$ cat config.mk
export PLATFORM = sky130hd
export DESIGN_NAME = regression_sequencer
export DESIGN_NICKNAME = d
export VERILOG_FILES = /design/src/rtl/regression_sequencer.sv
export SDC_FILE = /design/constraint.sdc
export NUM_CORES = 1
export LEC_CHECK = 0
export ABC_AREA = 0
export CAP_MARGIN = 10
export CORE_MARGIN = 1.5
export CORE_UTILIZATION = 40
export DETAILED_ROUTE_END_ITERATION = 6
export GPL_ROUTABILITY_DRIVEN = 0
export GPL_TIMING_DRIVEN = 0
export PLACE_DENSITY_LB_ADDON = 0.12
export SKIP_CTS_REPAIR_TIMING = 1
export SLEW_MARGIN = 30
export SYNTH_ARGS = -nofsm -noshare
export SYNTH_HDL_FRONTEND = slang
export SYNTH_SLANG_ARGS = --single-unit
$ cat constraint.sdc
create_clock -name clk -period 4.5 [get_ports clk]
set_input_delay 0.45 -clock clk [delete_from_list [all_inputs] [get_ports clk]]
set_output_delay 0.45 -clock clk [all_outputs]
set_load 0.02 [all_outputs]
$ cat src/rtl/regression_sequencer.sv
// Control sequencer for a linear-regression datapath: loads N_POINTS samples
// into a shared memory, then runs mean, sum-of-squares and error read passes,
// handshaking with the divider and coefficient units in between.
module regression_sequencer #(
    parameter int N_POINTS = 150,
    parameter int ADDR_W   = 8
) (
    input  logic              clk,
    input  logic              reset,
    input  logic              start,
    input  logic              in_valid,
    input  logic              div_done,
    input  logic              coef_done,
    output logic [ADDR_W-1:0] addr,
    output logic              wr_en,
    output logic [1:0]        phase,
    output logic              acc_clr,
    output logic              acc_en,
    output logic              div_start,
    output logic              coef_start,
    output logic              err_valid,
    output logic              ready,
    output logic              out_ready
);

    typedef enum logic [2:0] {
        S_IDLE,
        S_LOAD,
        S_MEAN,
        S_DIV,
        S_SS,
        S_COEF,
        S_ERR,
        S_FIN
    } state_t;

    // Last valid sample address, and the extra drain cycle index of a read pass.
    localparam logic [ADDR_W-1:0] LP_LAST = ADDR_W'(N_POINTS - 1);
    localparam logic [ADDR_W-1:0] LP_END  = ADDR_W'(N_POINTS);

    state_t            r_state;
    state_t            w_state_nxt;
    logic [ADDR_W-1:0] r_cnt;
    logic [ADDR_W-1:0] w_cnt_nxt;
    logic              r_first;   // high in the first cycle after any state change

    // State, counter and first-cycle flag registers; reset wins over every input.
    always_ff @(posedge clk) begin
        if (reset) begin
            r_state <= S_IDLE;
            r_cnt   <= '0;
            r_first <= 1'b0;
        end else begin
            r_state <= w_state_nxt;
            r_cnt   <= w_cnt_nxt;
            r_first <= (w_state_nxt != r_state);
        end
    end

    // Next-state, counter and output decode.
    always_comb begin
        w_state_nxt = r_state;
        w_cnt_nxt   = r_cnt;
        addr        = r_cnt;
        wr_en       = 1'b0;
        phase       = 2'b00;
        acc_clr     = 1'b0;
        acc_en      = 1'b0;
        div_start   = 1'b0;
        coef_start  = 1'b0;
        err_valid   = 1'b0;
        ready       = 1'b0;
        out_ready   = 1'b0;

        case (r_state)
            S_IDLE: begin
                ready = 1'b1;
                if (start) begin
                    w_state_nxt = S_LOAD;
                    w_cnt_nxt   = '0;
                end
            end

            S_LOAD: begin
                wr_en = in_valid;
                if (in_valid) begin
                    if (r_cnt == LP_LAST) begin
                        w_state_nxt = S_MEAN;
                        w_cnt_nxt   = '0;
                    end else begin
                        w_cnt_nxt = r_cnt + ADDR_W'(1);
                    end
                end
            end

            S_MEAN, S_SS, S_ERR: begin
                // The drain cycle re-reads the last address while the final
                // read data (one cycle of memory latency) is consumed.
                if (r_cnt == LP_END) begin
                    addr = LP_LAST;
                end
                case (r_state)
                    S_MEAN:  phase = 2'b01;
                    S_SS:    phase = 2'b10;
                    default: phase = 2'b11;
                endcase
                if (r_cnt == '0) begin
                    acc_clr = (r_state != S_ERR);
                end else if (r_state == S_ERR) begin
                    err_valid = 1'b1;
                end else begin
                    acc_en = 1'b1;
                end
                if (r_cnt == LP_END) begin
                    w_cnt_nxt = '0;
                    case (r_state)
                        S_MEAN:  w_state_nxt = S_DIV;
                        S_SS:    w_state_nxt = S_COEF;
                        default: w_state_nxt = S_FIN;
                    endcase
                end else begin
                    w_cnt_nxt = r_cnt + ADDR_W'(1);
                end
            end

            S_DIV: begin
                // A done coinciding with the start pulse belongs to no request.
                div_start = r_first;
                if (!r_first && div_done) begin
                    w_state_nxt = S_SS;
                    w_cnt_nxt   = '0;
                end
            end

            S_COEF: begin
                coef_start = r_first;
                if (!r_first && coef_done) begin
                    w_state_nxt = S_ERR;
                    w_cnt_nxt   = '0;
                end
            end

            S_FIN: begin
                out_ready   = 1'b1;
                w_state_nxt = S_IDLE;
                w_cnt_nxt   = '0;
            end

            default: begin
                w_state_nxt = S_IDLE;
                w_cnt_nxt   = '0;
            end
        endcase
    end

endmodule

==> results of run 1 <==
-- state kept, by name, indices dropped and copies added, names as in the netlist --
name	flops
r_cnt	8
r_first	1
r_state	3
-- kinds of logic after synthesis --
group | after synthesis | synth area share [%]
DFF | 12 | 27.7
AOI/OAI and AO/OA | 25 | 20.3
adders and majority gates | 4 | 5.77
buffers and inverters | 20 | 10.1
xor gates and xnor gates | 1 | 1.01
and+or+nand+nor | 57 | 35.1
-- per-layer routing --
metal | global-route usage (%) | up-vias | share of wire [%]
li1 | - | 477 | -
met1 | 24.6 | 415 | 50
met2 | 24.4 | 15 | 45
met3 | 6.36 | 0 | 4.8
met4 | 1.39 | 0 | 0
met5 | 0 | - | 0
-- power by group --
part | leakage, nW | internal (mW) | switching, mW
combinational | 0.298 | 0.0219 | 0.0260
sequential | 0.0973 | 0.109 | 0.00326
clock | 0.0138 | 0.0310 | 0.0334
total | 0.409 | 0.161 | 0.0627
-- cells in the mapped netlist (all sizes together), types with 2 or more instances --
library cell	count
ha	4
inv	8
a21oi	7
buf	5
o21ai	3
nor3	4
or3	4
nor2	11
clkbuf	7
nand2	10
and3	3
nand4	3
o32ai	3
nor3b	2
or2	3
nor2b	4
dfxtp	12
a31oi	3
nand3	8
-- area by class of cell --
type	instances	area, sq um	area share [%]
Clock buffer	3	22.5	1.95
Sequential cell	12	240	20.8
Inverter	8	30.0	2.60
Tap cell	27	33.8	2.93
Multi-Input combinational cell	87	539	46.7
Timing Repair Buffer	23	230	20.0
Buffer	12	57.6	4.99
-- tightest hold or removal path, stage by stage, from the launching register on --
cell and delay (ns):
dfxtp_1 0.35, nand2_1 0.07, a21oi_1 0.05
-- per-stage QoR --
stage	std cells	hold WS, ns
floorplan	119	0.477
global placement	169	0.505
detailed placement	169	0.510
CTS	172	0.520
global route	172	0.547
finish	172	0.518
-- worst max-delay path by stage --
stage,startpoint,slack [ns],depth (start not counted),end
CTS,r_cnt[3],1.71,4,addr[0]
detailed placement,r_cnt[3],2.04,4,addr[0]
finish,r_cnt[3],1.73,4,addr[0]
global route,r_cnt[3],1.55,4,addr[0]
floorplan,r_cnt[3],2.68,3,addr[0]
global placement,r_cnt[3],1.99,4,addr[0]
==> reports/qor.csv, run 1 <==
stage;metric;value;unit
status;status;complete, no violations;
route;Routed Antenna Nets;0;
critical_path;CP peak stage delay;0.59;ns
final_layout;most frequent cells in the layout;clkdlybuf4s50_1 (23), dfxtp_1 (12), nor2_1 (11), nand2_1 (10);
grt;initial antenna violation count;0;
yosys;EDFF count, synth;0;
floorplanning;cell row count;16;
sta;unrepaired setup endpoints after global routing;false;
placement;hpwl dp;1.56;mm
yosys;post-synth cell types;37;
route;initial DRC count;13;
yosys;post-synthesis sequential area ratio;27.7;%
sta;fin worst setup slack;1.73;ns
final_layout;post-layout util;57.6;%
sta;Fin. Hold Viols;0;
clocking;Clk Latency, worst-skew pair;0.27;ns
pwr;PnR Total Power;0.224;mW
critical_path;Top delay family on crit path;simple AND/OR/NAND/NOR gates;
route;drt pass-1 iters;4;
final_layout;P&R area growth vs syn;33.0;%
sta;Setup Skew;0.00340;ns
grt;vias in the first global route;759;
sta;fin. max-slew vios;0;
sta;min Tclk post-route;2.77;ns
yosys;Cells after Synth;119;
final_layout;# fillers;197;
yosys;post-synth top area share;27.7;%
critical_path;worst endpoint required time;4.05;ns
critical_path;crit-path max FO;6;
min_path;min-delay worst type;register to register;
clocking;Sink Count;12;
min_path;hold_sp;r_cnt[1];
yosys;Post-Syn Area;867;sq um
yosys;Post-synth ARST share;0;%
grt;first-pass GRT wire length;3.29;mm
critical_path;reg2reg setup slack;2.63;ns
sta;period utilization;61.6;%
critical_path;CP max-delay cell;clkdlybuf4s50_1;
final_layout;most common cell after layout, fill and taps aside;clkdlybuf4s50_1;
sta;max_slew headroom;60.0;%
placement;dpl ws;2.04;ns
route;Via Count;907;
clocking;Clk Tree Root Cell;clkbuf_4;
yosys;syn_area_per_cell;7.29;sq um
job;max cap viols;0;
critical_path;critical path arrival;2.32;ns
route;# DRC;0;
floorplanning;Die Wd;49.6;um
placement;placed cell area;1130;sq um
sta;Final setup violation count;0;
pwr;Pleak;0.409;nW
critical_path;startpoint types;register;
yosys;top area cells in the synthesized netlist;dfxtp_1 (28%), ha_1 (5.8%), nor2_1 (4.8%);
yosys;ys flop type;dfxtp_1;
final_layout;nets;157;
critical_path;worst r2r src;r_cnt[0];
critical_path;worst flop-to-flop path endpoint;r_cnt[7];
route;Routed WL per cell;11.5;um
clocking;Clk pin slew, worst setup/hold paths;0.07;ns
critical_path;Cell Chain, Critical Path;or3_1, nor4_1, or2_1, clkdlybuf4s50_1;
sta;setup_tns;0;ns
floorplanning;chip height;49.6;um
clocking;TritonCTS clock tree;yes;
floorplanning;total die area;2460;sq um
critical_path;Buf/Inv on CP;1;
min_path;worst hold endpoint;r_cnt[1];
final_layout;Antenna Diode Count;0;
pwr;PD cells;194;nW/um^2
floorplanning;initial core utilization;43.3;%
yosys;Synth area leader;dfxtp_1;
floorplanning;Core Box Area;2000;sq um
clocking;H-tree depth;1;
sta;Worst-Margin Slew;0.598;ns
placement;I/O Buffers;23;
critical_path;CP Class;register to output port;
pwr;maximum vdd drop;0.212;mV
final_layout;layout cells sized above 1;7.59;%
grt;Total GRT Usage;16.9;%
sta;Fmax achieved;360;MHz
yosys;Syn. warnings;0;
yosys;Seq cells post-synth;12;
grt;pin count of the biggest net entering global routing;11;
min_path;worst hold path depth;2;
route;Via density;5.27;
critical_path;worst reg2reg path depth;7;
clocking;Clock Path Buffers;2;
floorplanning;Ports;24;
clocking;CTS Buf Count;3;
critical_path;CP Capture Type;output port;
grt;global route total overflow;0;
yosys;syn nets;129;
route;final wirelength;1.98;mm
final_layout;design area;1150;sq um
Power figures use the tool's default switching activity.
==> inputs of run 2 (changes only) <==
==> constraint.sdc (replaced) <==
create_clock -name clk -period 2.65 [get_ports clk]
set_input_delay 0.265 -clock clk [delete_from_list [all_inputs] [get_ports clk]]
set_output_delay 0.265 -clock clk [all_outputs]
set_load 0.02 [all_outputs]
==> run 2 against run 1 <==
Net effect:
- combinational power increased by 70%
- setup slack worse by 1.6 ns
- register-to-register slack lost 1.9 ns
- via count is 0.11% lower
- non-clock buffer count is the same
- cell area grew 0.54%
- critical path type unchanged
- critical endpoint unchanged
==> reports/qor.csv, run 2 (synthesis gave the netlist of run 1 again) <==
stage;metric;value;unit
sta;setup_tns;0;ns
critical_path;crit-path max FO;6;
sta;fin. max-slew vios;0;
floorplanning;Core Box Area;2000;sq um
route;# DRC;0;
critical_path;worst endpoint required time;2.38;ns
sta;final hold slack;0.518;ns
clocking;Clock Path Buffers;2;
floorplanning;Ports;24;
pwr;PD cells;328;nW/um^2
grt;global route total overflow;0;
final_layout;P&R area growth vs syn;33.8;%
sta;Fin. Hold Viols;0;
route;Via density;5.27;
grt;pin count of the biggest net entering global routing;11;
floorplanning;Die Wd;49.6;um
final_layout;post-layout util;57.9;%
sta;Fmax achieved;403;MHz
sta;Setup Skew;0.00356;ns
grt;Total GRT Usage;16.9;%
floorplanning;total die area;2460;sq um
critical_path;startpoint types;register;
final_layout;most flop-heavy register;r_cnt;
pwr;Pleak;0.409;nW
floorplanning;initial core utilization;43.3;%
min_path;min-delay worst type;register to register;
clocking;Clk Tree Root Cell;clkbuf_4;
pwr;cell-internal power;0.274;mW
final_layout;nets;157;
sta;Final setup violation count;0;
sta;unrepaired setup endpoints after global routing;false;
clocking;Sink Count;12;
final_layout;max reg flops;8;
pwr;Clk network pwr share;28.7;%
final_layout;most frequent cells in the layout;clkdlybuf4s50_1 (23), dfxtp_1 (12), nor2_1 (11), nand2_1 (10);
pwr;maximum vdd drop;0.360;mV
clocking;TritonCTS clock tree;yes;
final_layout;layout cells sized above 1;8.28;%
job;max cap viols;0;
pwr;sequential share of power;49.9;%
final_layout;Sequential Area;240;sq um
clocking;Clk pin slew, worst setup/hold paths;0.07;ns
grt;vias in the first global route;759;
route;initial DRC count;12;
floorplanning;chip height;49.6;um
placement;I/O Buffers;23;
final_layout;area occupied by multi-input gates;546;sq um
critical_path;critical path arrival;2.22;ns
route;final wirelength;1.99;mm
final_layout;# fillers;195;
sta;max_slew headroom;59.9;%
sta;Worst-Margin Slew;0.600;ns
grt;first-pass GRT wire length;3.29;mm
route;drt pass-1 iters;4;
sta;period utilization;93.7;%
floorplanning;cell row count;16;
critical_path;CP Class;register to output port;
critical_path;CP Capture Type;output port;
clocking;H-tree depth;1;
pwr;combinational power share;21.4;%
clocking;CTS Buf Count;3;
route;Via Count;906;
status;status;complete, no violations;
final_layout;Antenna Diode Count;0;
pwr;P_sw;0.107;mW
route;Routed WL per cell;11.6;um
pwr;sw frac;28.0;%
clocking;Clk Latency, worst-skew pair;0.27;ns
sta;min Tclk post-route;2.48;ns
placement;hpwl dp;1.56;mm
final_layout;top flop regs;r_cnt: 8 flops, r_state: 3 flops, r_first: 1 flops;
grt;initial antenna violation count;0;
final_layout;most common cell after layout, fill and taps aside;clkdlybuf4s50_1;
route;Routed Antenna Nets;0;
==> run 2: cell counts in the layout (fill, tap and decap cells not counted) <==
Identical to the previous run, type by type.
==> run 2: worst paths after layout <==
check	endpoint	from	slack, ns	cells after the start
min reg2reg	r_cnt[1]	r_cnt[1]	0.52	2
min	r_cnt[1]	r_cnt[1]	0.52	2
max	addr[0]	r_cnt[3]	0.17	4
max reg2reg	r_cnt[7]	r_cnt[0]	0.76	7
==> run 2: per-stage QoR <==
stage / worst slack, ns / cell area [sq um] / std cells / total power, mW
finish: 0.166 / 1160 / 172 / 0.381
global route: 0.0323 / 1160 / 172 / 0.402
CTS: 0.0409 / 1150 / 172 / 0.386
detailed placement: 0.374 / 1130 / 169 / 0.275
global placement: 0.321 / 1130 / 169 / 0.275
floorplan: 0.920 / 867 / 119 / 0.247
==> run 2: cell type report <==
cell class / count / area share [%]
multi-input combinational: 87 / 47.0
sequential: 12 / 20.7
timing repair buffer: 23 / 19.8
buffer: 12 / 4.96
tap: 27 / 2.91
inverter: 8 / 2.59
clock buffer: 3 / 1.94
==> run 2: per-layer routing <==
layer / routed length (um) / track usage (%)
met4: 0 / 1.39
met3: 100 / 6.36
met5: 0 / 0
met1: 993 / 24.6
met2: 894 / 24.4
==> run 2: worst max-delay path, cell delays in order, from the launching register on <==
cell	delay [ns]
dfxtp_1	0.35
or3_1	0.46
nor4_2	0.39
or2_1	0.16
clkdlybuf4s50_1	0.59
==> run 2: power groups by stage <==
stage	combinational, mW	sequential [mW]	clock, mW
6_report	0.0816	0.190	0.109
4_1_cts	0.0814	0.190	0.115
5_1_grt	0.0888	0.190	0.122
3_5_place_dp	0.0810	0.194	0
3_3_place_gp	0.0806	0.194	0
2_1_floorplan	0.0551	0.192	0
==> inputs of run 3 (changes only) <==
--- a/config.mk
+++ b/config.mk
@@ -9,6 +9,7 @@
 export CAP_MARGIN = 10
 export CORE_MARGIN = 1.5
 export CORE_UTILIZATION = 40
+export CTS_CLUSTER_SIZE = 12
 export DETAILED_ROUTE_END_ITERATION = 6
 export GPL_ROUTABILITY_DRIVEN = 0
 export GPL_TIMING_DRIVEN = 0
==> results of run 3 <==
Same layout as run 2: the final DEF is identical, and so are final timing and power.
